<file path="src/rtl/seg_scan_drv.sv">
// rtl/seg_scan_drv.sv - 4-digit common-cathode 7-segment scan driver with per-frame BCD snapshot (option: SEG_LEADING_ZERO_BLANK_EN)
module seg_scan_drv #(
    parameter int SCAN_DIV = 50000,
    parameter int DEAD_CYC = 64
) (
    input  logic        clk,
    input  logic        rst_n,
    input  logic [11:0] bcd_in,
    output logic [7:0]  seg,
    output logic [3:0]  dig,
    output logic        frame_tick
);

    localparam int CNT_W = (SCAN_DIV > 2) ? $clog2(SCAN_DIV) : 1;
    localparam logic [CNT_W-1:0] CNT_LAST = CNT_W'(SCAN_DIV - 1);
    localparam logic [CNT_W-1:0] DEAD_LIM = CNT_W'(DEAD_CYC);

    typedef enum logic [1:0] {
        DIG0,
        DIG1,
        DIG2,
        DIG3
    } state_t;

    state_t           state;
    state_t           state_nxt;
    logic [CNT_W-1:0] cnt;
    logic [CNT_W-1:0] cnt_nxt;
    logic [11:0]      snap;
    logic             wrap;
    logic             frame_end;
    logic             dead;
    logic             blank;
    logic [7:0]       pattern;
    logic [3:0]       dig_on;
    logic [7:0]       seg_nxt;
    logic [3:0]       dig_nxt;

    // Segment order {dp,g,f,e,d,c,b,a}; anything outside 0..9 shows a dash.
    function automatic logic [7:0] seg_decode(input logic [3:0] nib);
        case (nib)
            4'd0:    seg_decode = 8'h3F;
            4'd1:    seg_decode = 8'h06;
            4'd2:    seg_decode = 8'h5B;
            4'd3:    seg_decode = 8'h4F;
            4'd4:    seg_decode = 8'h66;
            4'd5:    seg_decode = 8'h6D;
            4'd6:    seg_decode = 8'h7D;
            4'd7:    seg_decode = 8'h07;
            4'd8:    seg_decode = 8'h7F;
            4'd9:    seg_decode = 8'h6F;
            default: seg_decode = 8'h40;
        endcase
    endfunction

    always_comb begin
        wrap      = (cnt == CNT_LAST);
        frame_end = wrap && (state == DIG3);
        cnt_nxt   = wrap ? '0 : cnt + 1'b1;
        state_nxt = state;
        if (wrap) begin
            case (state)
                DIG0:    state_nxt = DIG1;
                DIG1:    state_nxt = DIG2;
                DIG2:    state_nxt = DIG3;
                default: state_nxt = DIG0;
            endcase
        end

        dead    = (cnt < DEAD_LIM);
        blank   = 1'b0;
        pattern = 8'h00;
        dig_on  = 4'hF;
        case (state)
            DIG0: begin
                pattern = seg_decode(snap[3:0]);
                dig_on  = 4'b1110;
            end
            DIG1: begin
                pattern = seg_decode(snap[7:4]);
                dig_on  = 4'b1101;
`ifdef SEG_LEADING_ZERO_BLANK_EN
                blank   = (snap[11:8] == 4'd0) && (snap[7:4] == 4'd0);
`endif
            end
            DIG2: begin
                pattern = seg_decode(snap[11:8]);
                dig_on  = 4'b1011;
`ifdef SEG_LEADING_ZERO_BLANK_EN
                blank   = (snap[11:8] == 4'd0);
`endif
            end
            default: begin
                pattern = 8'h39;
                dig_on  = 4'b0111;
            end
        endcase

        // A blanked digit keeps its enable so every position gets the same duty cycle.
        seg_nxt = (dead || blank) ? 8'h00 : pattern;
        dig_nxt = dead ? 4'hF : dig_on;
    end

    always_ff @(posedge clk) begin
        if (!rst_n) begin
            state      <= DIG0;
            cnt        <= '0;
            snap       <= 12'h000;
            seg        <= 8'h00;
            dig        <= 4'hF;
            frame_tick <= 1'b0;
        end else begin
            state      <= state_nxt;
            cnt        <= cnt_nxt;
            if (frame_end) begin
                snap <= bcd_in;
            end
            seg        <= seg_nxt;
            dig        <= dig_nxt;
            frame_tick <= frame_end;
        end
    end

endmodule

</file>
<file path="config.mk">
export PLATFORM = sky130hd
export DESIGN_NAME = seg_scan_drv
export DESIGN_NICKNAME = d
export VERILOG_FILES = /design/src/rtl/seg_scan_drv.sv
export SDC_FILE = /design/constraint.sdc
export NUM_CORES = 1
export LEC_CHECK = 0
export CORE_MARGIN = 2
export CORE_UTILIZATION = 43
export CTS_BUF_LIST = sky130_fd_sc_hd__clkbuf_8
export DETAILED_ROUTE_END_ITERATION = 10
export SLEW_MARGIN = 40
export SYNTH_ARGS = -nofsm -noshare
export SYNTH_HDL_FRONTEND = slang
export SYNTH_SLANG_ARGS = --single-unit
</file>
<file path="constraint.sdc">
create_clock -name clk -period 5.3 [get_ports clk]
set_clock_uncertainty 0.1 [all_clocks]
set_input_delay 1.59 -clock clk [delete_from_list [all_inputs] [get_ports clk]]
set_output_delay 1.59 -clock clk [all_outputs]
set_load 0.02 [all_outputs]
</file>
==> flow_metrics.py, run 1 <==
metrics = {
    "final_layout": {
        "drive_gt1_share_pct": 9.90,
        "nets": 418,
        "fill_cells": 705,
        "mostFrequentLayoutCell": "dfxtp_1",
        "layout_common_cells": "dfxtp_1, nor2_1, ha_1, clkdlybuf4s50_1, nand2_1",
        "final_util_pct": 51.2,
        "multiInputGateArea_mm2": 0.00189,
        "ff_latch_area_mm2": 0.00126,
        "antenna_cells": 0,
        "synthToLayoutAreaGrowth_pct": 14.1,
    },
    "job": {
        "drv_cap": 0,
    },
    "cts": {
        "ctsHoldBuffers": 0,
        "root_buffer": "clkbuf_8",
        "clk_latency_ps": 340,
        "post_cts_buffers": 0,
        "htreeDepth": 3,
        "cts_buffer_depth": 2,
        "cts_sinks": 63,
        "cts_inserted_buffers": 9,
        "path_clk_slew_ps": 70,
        "cts_tree": "built",
        "cts_resized": 0,
    },
    "logic_synthesis": {
        "synth_top_area_cell": "dfxtp_1",
        "synth_edf_count": 0,
        "synthCells": 363,
        "yosysSeqAreaShare_pct": 38.1,
        "yosysTopAreaCellShare_pct": 38.1,
        "synth.distinct_cells": 56,
        "syn-cell-area_mm2": 0.00331,
        "syn-num-nets": 402,
        "syn_avg_cell_area_um2": 9.12,
        "ys_warn_count": 0,
        "synth.area.top_cells": "dfxtp_1, ha_1, nor2_1, o221ai_1, nand3_1",
        "ys.flop_type": "dfxtp_1",
        "ys_async_sr_fraction_pct": 0,
        "synth.ff_latch_count": 63,
    },
    "power_and_ir_drop": {
        "p_leak_uw": 0.00145,
        "ir_drop_mv": 0.124,
        "p_per_area_mw_per_mm2": 243,
    },
    "route": {
        "antenna_left": 0,
        "drtIter0Drc": 197,
        "dr.pass1.iters": 5,
        "avgRoutedWirePerCell_um": 16.0,
        "via_per_inst": 5.63,
        "drt_wl_total_mm": 7.72,
        "routed-via-count": 2718,
        "drcViolationCount": 0,
    },
    "global_route": {
        "grt.overflow.total": 0,
        "grt_pass1_vias": 2511,
        "grt.total_usage_pct": 19.7,
        "grt_pass1_wl_mm": 12.9,
        "antenna_found_initial": 0,
        "grt_max_degree": 37,
    },
    "critical_path": {
        "critPathRequiredTime_ps": 5440,
        "worst_ep_arrival_time_ps": 3670,
        "crit_slowest_cell": "clkdlybuf4s50_1",
        "crit_buf_inv": 3,
        "crit_path_start_kind": "input port",
        "cp-end-kind": "flip-flop",
        "path_delay_family": "buffers and inverters",
        "cpPeakStageDelay_ps": 450,
        "path_cells": "clkdlybuf4s50_1 -> buf_4 -> inv_2 -> nor2_1 -> ha_1 -> a21bo_2 -> a41o_1",
        "cp_max_fo": 36,
        "critical_path_class": "in -> reg",
    },
    "worst_hold_path": {
        "hold_path_class": "reg -> reg",
    },
    "die": {
        "start_util_pct": 44.9,
        "coreArea_mm2": 0.00737,
        "rows": 31,
        "die_area_mm2": 0.00841,
        "die_w_um": 91.7,
        "io_pins": 27,
        "die_h_um": 91.7,
    },
    "sta": {
        "worst_slew_margin_rel_pct": 48.6,
        "finalMaxSlewViolations": 0,
        "timing.final.crit_period_ps": 3530,
        "fmax_mhz": 283,
        "period_share_pct": 66.6,
        "worst-slew-pin-transition_ps": 769,
        "setup_tns_ps": 0,
        "hold_violations": 0,
        "setup_viol": 0,
        "rsz0062_at_grt": "false",
    },
    "placement": {
        "gp_congestion": 0.860,
        "place_hpwl_mm": 5.39,
        "io_buffers": 25,
    },
    "outcome": {
        "outcome": "finished clean",
    },
}
[layer usage]
metal,vias up,share of wire (%),track usage (%)
met1,1274,53,29.1
met3,10,4.6,3.70
met5,-,0,0
li1,1354,-,-
met2,80,41,26.7
met4,0,1.7,10.6
[where the power goes]
group	internal, uW	leakage (uW)	switching, uW
sequential	475	0.000509	1.73
clock	224	0.000108	186
combinational	13.0	0.000831	18.5
[cell families after synthesis]
kind of cell               share of synthesized area, %
other                                             0.113
AOI/OAI and AO/OA                                  19.0
xor gates and xnor gates                           3.71
buffers and inverters                              4.73
DFF                                                38.1
and+or+nand+nor                                    23.1
muxes                                              1.81
adders and majority gates                          9.45
[cell type report]
class / count / area share (%)
Clock inverter: 6 / 1.39
Tap cell: 99 / 3.28
Multi-Input combinational cell: 268 / 50.1
Clock buffer: 10 / 3.65
Sequential cell: 63 / 33.4
Inverter: 9 / 0.895
Timing Repair Buffer: 28 / 7.23
[cell usage after synthesis (3+ instances only)]
library cell	n
a22oi_1	7
nand4_1	9
a41oi_2	3
a211oi_2	3
a211oi_1	3
buf_1	5
a222oi_1	3
nor2_1	44
a211o_1	3
o21ai_1	3
ha_1	25
nor2b_1	7
a21oi_1	17
o21ai_0	8
dfxtp_1	63
o2111ai_1	4
nor4_1	4
o21bai_1	4
nand2b_1	8
and3_1	6
xor2_1	7
o221ai_1	12
buf_2	5
buf_6	3
mux2i_1	6
clkbuf_1	8
nand3_1	18
xnor2_1	7
nor4_2	4
nand2_1	21
nor3_1	5
inv_1	9
[stage by stage]
step           hold WS [ps]  setup WS (ps)  instances  power, uW  instance area (um2)
3_3_place_gp            356           1180        465        519                 3570
2_1_floorplan           330           1930        363        503                 3310
3_5_place_dp            362           1420        467        519                 3580
5_1_grt                 419           1550        483        955                 3770
6_report                372           1770        483        919                 3770
4_1_cts                 379           1790        483        928                 3770
[final timing paths]
path,cells past startpoint,slack [ps],to,from
min,1,370,cnt[0],cnt[0]
max reg2reg,9,1860,flip-flop,cnt[11]
min reg2reg,1,370,cnt[0],cnt[0]
max,7,1770,flip-flop,rst_n
(Power assumes the default switching activity.)
==> inputs of run 2 (changes only) <==
Clock period 5.3 ns to 3.6 ns, I/O delays scaled along.
==> run 2 against run 1 <==
  * Hold slack is essentially flat
  * Final cell count grew 0.62%
  * Clock power grew 57%
  * Non-clock buffer count grew 3
  * Cell area grew 0.99%
  * Global-route usage shrank 0.27 points
  * Sequential share of layout area shrank 0.33 points
  * Sequential power grew 47%
  * Combinational power grew 52%
  * First-iteration DRC count grew 2.5%
==> flow_metrics.py, run 2 (same netlist as run 1, synthesis figures left out) <==
metrics = {
    "final_layout": {
        "layout_common_cells": "dfxtp_1, nor2_1, ha_1, clkdlybuf4s50_1, nand2_1",
        "multiInputGateArea_mm2": 0.00189,
        "mostFrequentLayoutCell": "dfxtp_1",
        "nets": 421,
        "synthToLayoutAreaGrowth_pct": 15.2,
        "fill_cells": 701,
        "drive_gt1_share_pct": 10.1,
        "ff_latch_area_mm2": 0.00126,
        "antenna_cells": 0,
    },
    "power_and_ir_drop": {
        "p_per_area_mw_per_mm2": 366,
        "ir_drop_mv": 0.195,
        "power_uw": 1390,
        "p_leak_uw": 0.00147,
    },
    "die": {
        "rows": 31,
        "die_h_um": 91.7,
        "die_w_um": 91.7,
        "coreArea_mm2": 0.00737,
        "die_area_mm2": 0.00841,
        "io_pins": 27,
        "start_util_pct": 44.9,
    },
    "global_route": {
        "grt_pass1_vias": 2563,
        "grt.overflow.total": 0,
        "grt.total_usage_pct": 19.4,
        "antenna_found_initial": 0,
        "grt_max_degree": 36,
        "grt_pass1_wl_mm": 13.0,
    },
    "cts": {
        "cts_sinks": 63,
        "cts_inserted_buffers": 9,
        "cts_tree": "built",
        "ctsHoldBuffers": 0,
        "htreeDepth": 3,
        "cts_buffer_depth": 2,
        "clk_latency_ps": 330,
        "post_cts_buffers": 0,
        "root_buffer": "clkbuf_8",
        "path_clk_slew_ps": 70,
        "cts_resized": 0,
    },
    "route": {
        "drtIter0Drc": 202,
        "via_per_inst": 5.82,
        "drcViolationCount": 0,
        "dr.pass1.iters": 5,
        "antenna_left": 0,
        "drt_wl_total_mm": 7.76,
        "routed-via-count": 2830,
        "avgRoutedWirePerCell_um": 16.0,
    },
    "sta": {
        "setup_tns_ps": 0,
        "worst-slew-pin-transition_ps": 807,
        "timing.final.crit_period_ps": 3010,
        "hold_violations": 0,
        "setup_viol": 0,
        "fmax_mhz": 332,
        "period_share_pct": 83.7,
        "finalMaxSlewViolations": 0,
        "rsz0062_at_grt": "false",
        "worst_slew_margin_rel_pct": 46.2,
    },
    "critical_path": {
        "cp_max_fo": 15,
        "r2r_slack_ps": 590,
        "critPathRequiredTime_ps": 3730,
        "reg2reg_from": "cnt[11]",
        "worst_ep_arrival_time_ps": 3140,
        "cp-end-kind": "flip-flop",
        "reg2reg_depth": 9,
        "critPathLaunch": "cnt[11]",
        "crit_path_start_kind": "flip-flop",
        "critical_path_class": "reg -> reg",
    },
    "job": {
        "drv_cap": 0,
    },
    "placement": {
        "io_buffers": 25,
        "gp_congestion": 0.893,
        "place_hpwl_mm": 5.43,
    },
    "worst_hold_path": {
        "hold_path_class": "reg -> reg",
    },
    "outcome": {
        "outcome": "finished clean",
    },
}
## run 2: worst min-delay path by stage
stage	startpoint	slack [ps]	to	cells after the start
3_3_place_gp	cnt[0]	350	cnt[0]	1
3_5_place_dp	cnt[0]	360	cnt[0]	1
4_1_cts	cnt[0]	370	cnt[0]	1
2_1_floorplan	cnt[0]	330	cnt[0]	1
5_1_grt	cnt[0]	420	cnt[0]	1
6_report	cnt[0]	370	cnt[0]	1
## run 2: critical path: stages, from the launching register on
cell and delay, ps:
dfxtp_1 360, or4_4 580, nor3_4 230, nand3_4 280, mux2i_1 380, nand2b_1 250, ha_1 170, inv_1 60
a211o_1 220, a22oi_1 260
## run 2: power by group
part,total (uW),switching [uW],internal [uW]
combinational,47.6,28.0,19.6
clock,644,264,380
sequential,702,2.62,700
## run 2: layout make-up
type,count,area share (%)
clock buffers,9,3.25
clock inverters,7,2.13
inverters,9,0.886
multi-input cells,268,49.7
flip-flops and latches,63,33.1
well taps,99,3.25
repair buffers,31,7.75
## run 2: layer usage
metal  routed length [um]  part of all wire [%]  up-vias  track usage, %
met5                    0                     0        -               0
met4                  180                   2.3        0            7.34
met3                  518                   6.7       16            3.45
met2                 3110                    40      120            27.1
met1                 3950                    51     1336            29.5
li1                     -                     -     1358               -
## run 2: through the flow
stage	cells	hold WS, ps	utilization [%]	worst slack [ps]	area, um2
2_1_floorplan	363	330	-	738	3310
3_3_place_gp	470	354	48.9	502	3610
3_5_place_dp	470	358	48.9	457	3610
4_1_cts	486	375	51.7	599	3810
5_1_grt	486	420	51.7	422	3810
6_report	486	372	51.7	588	3810
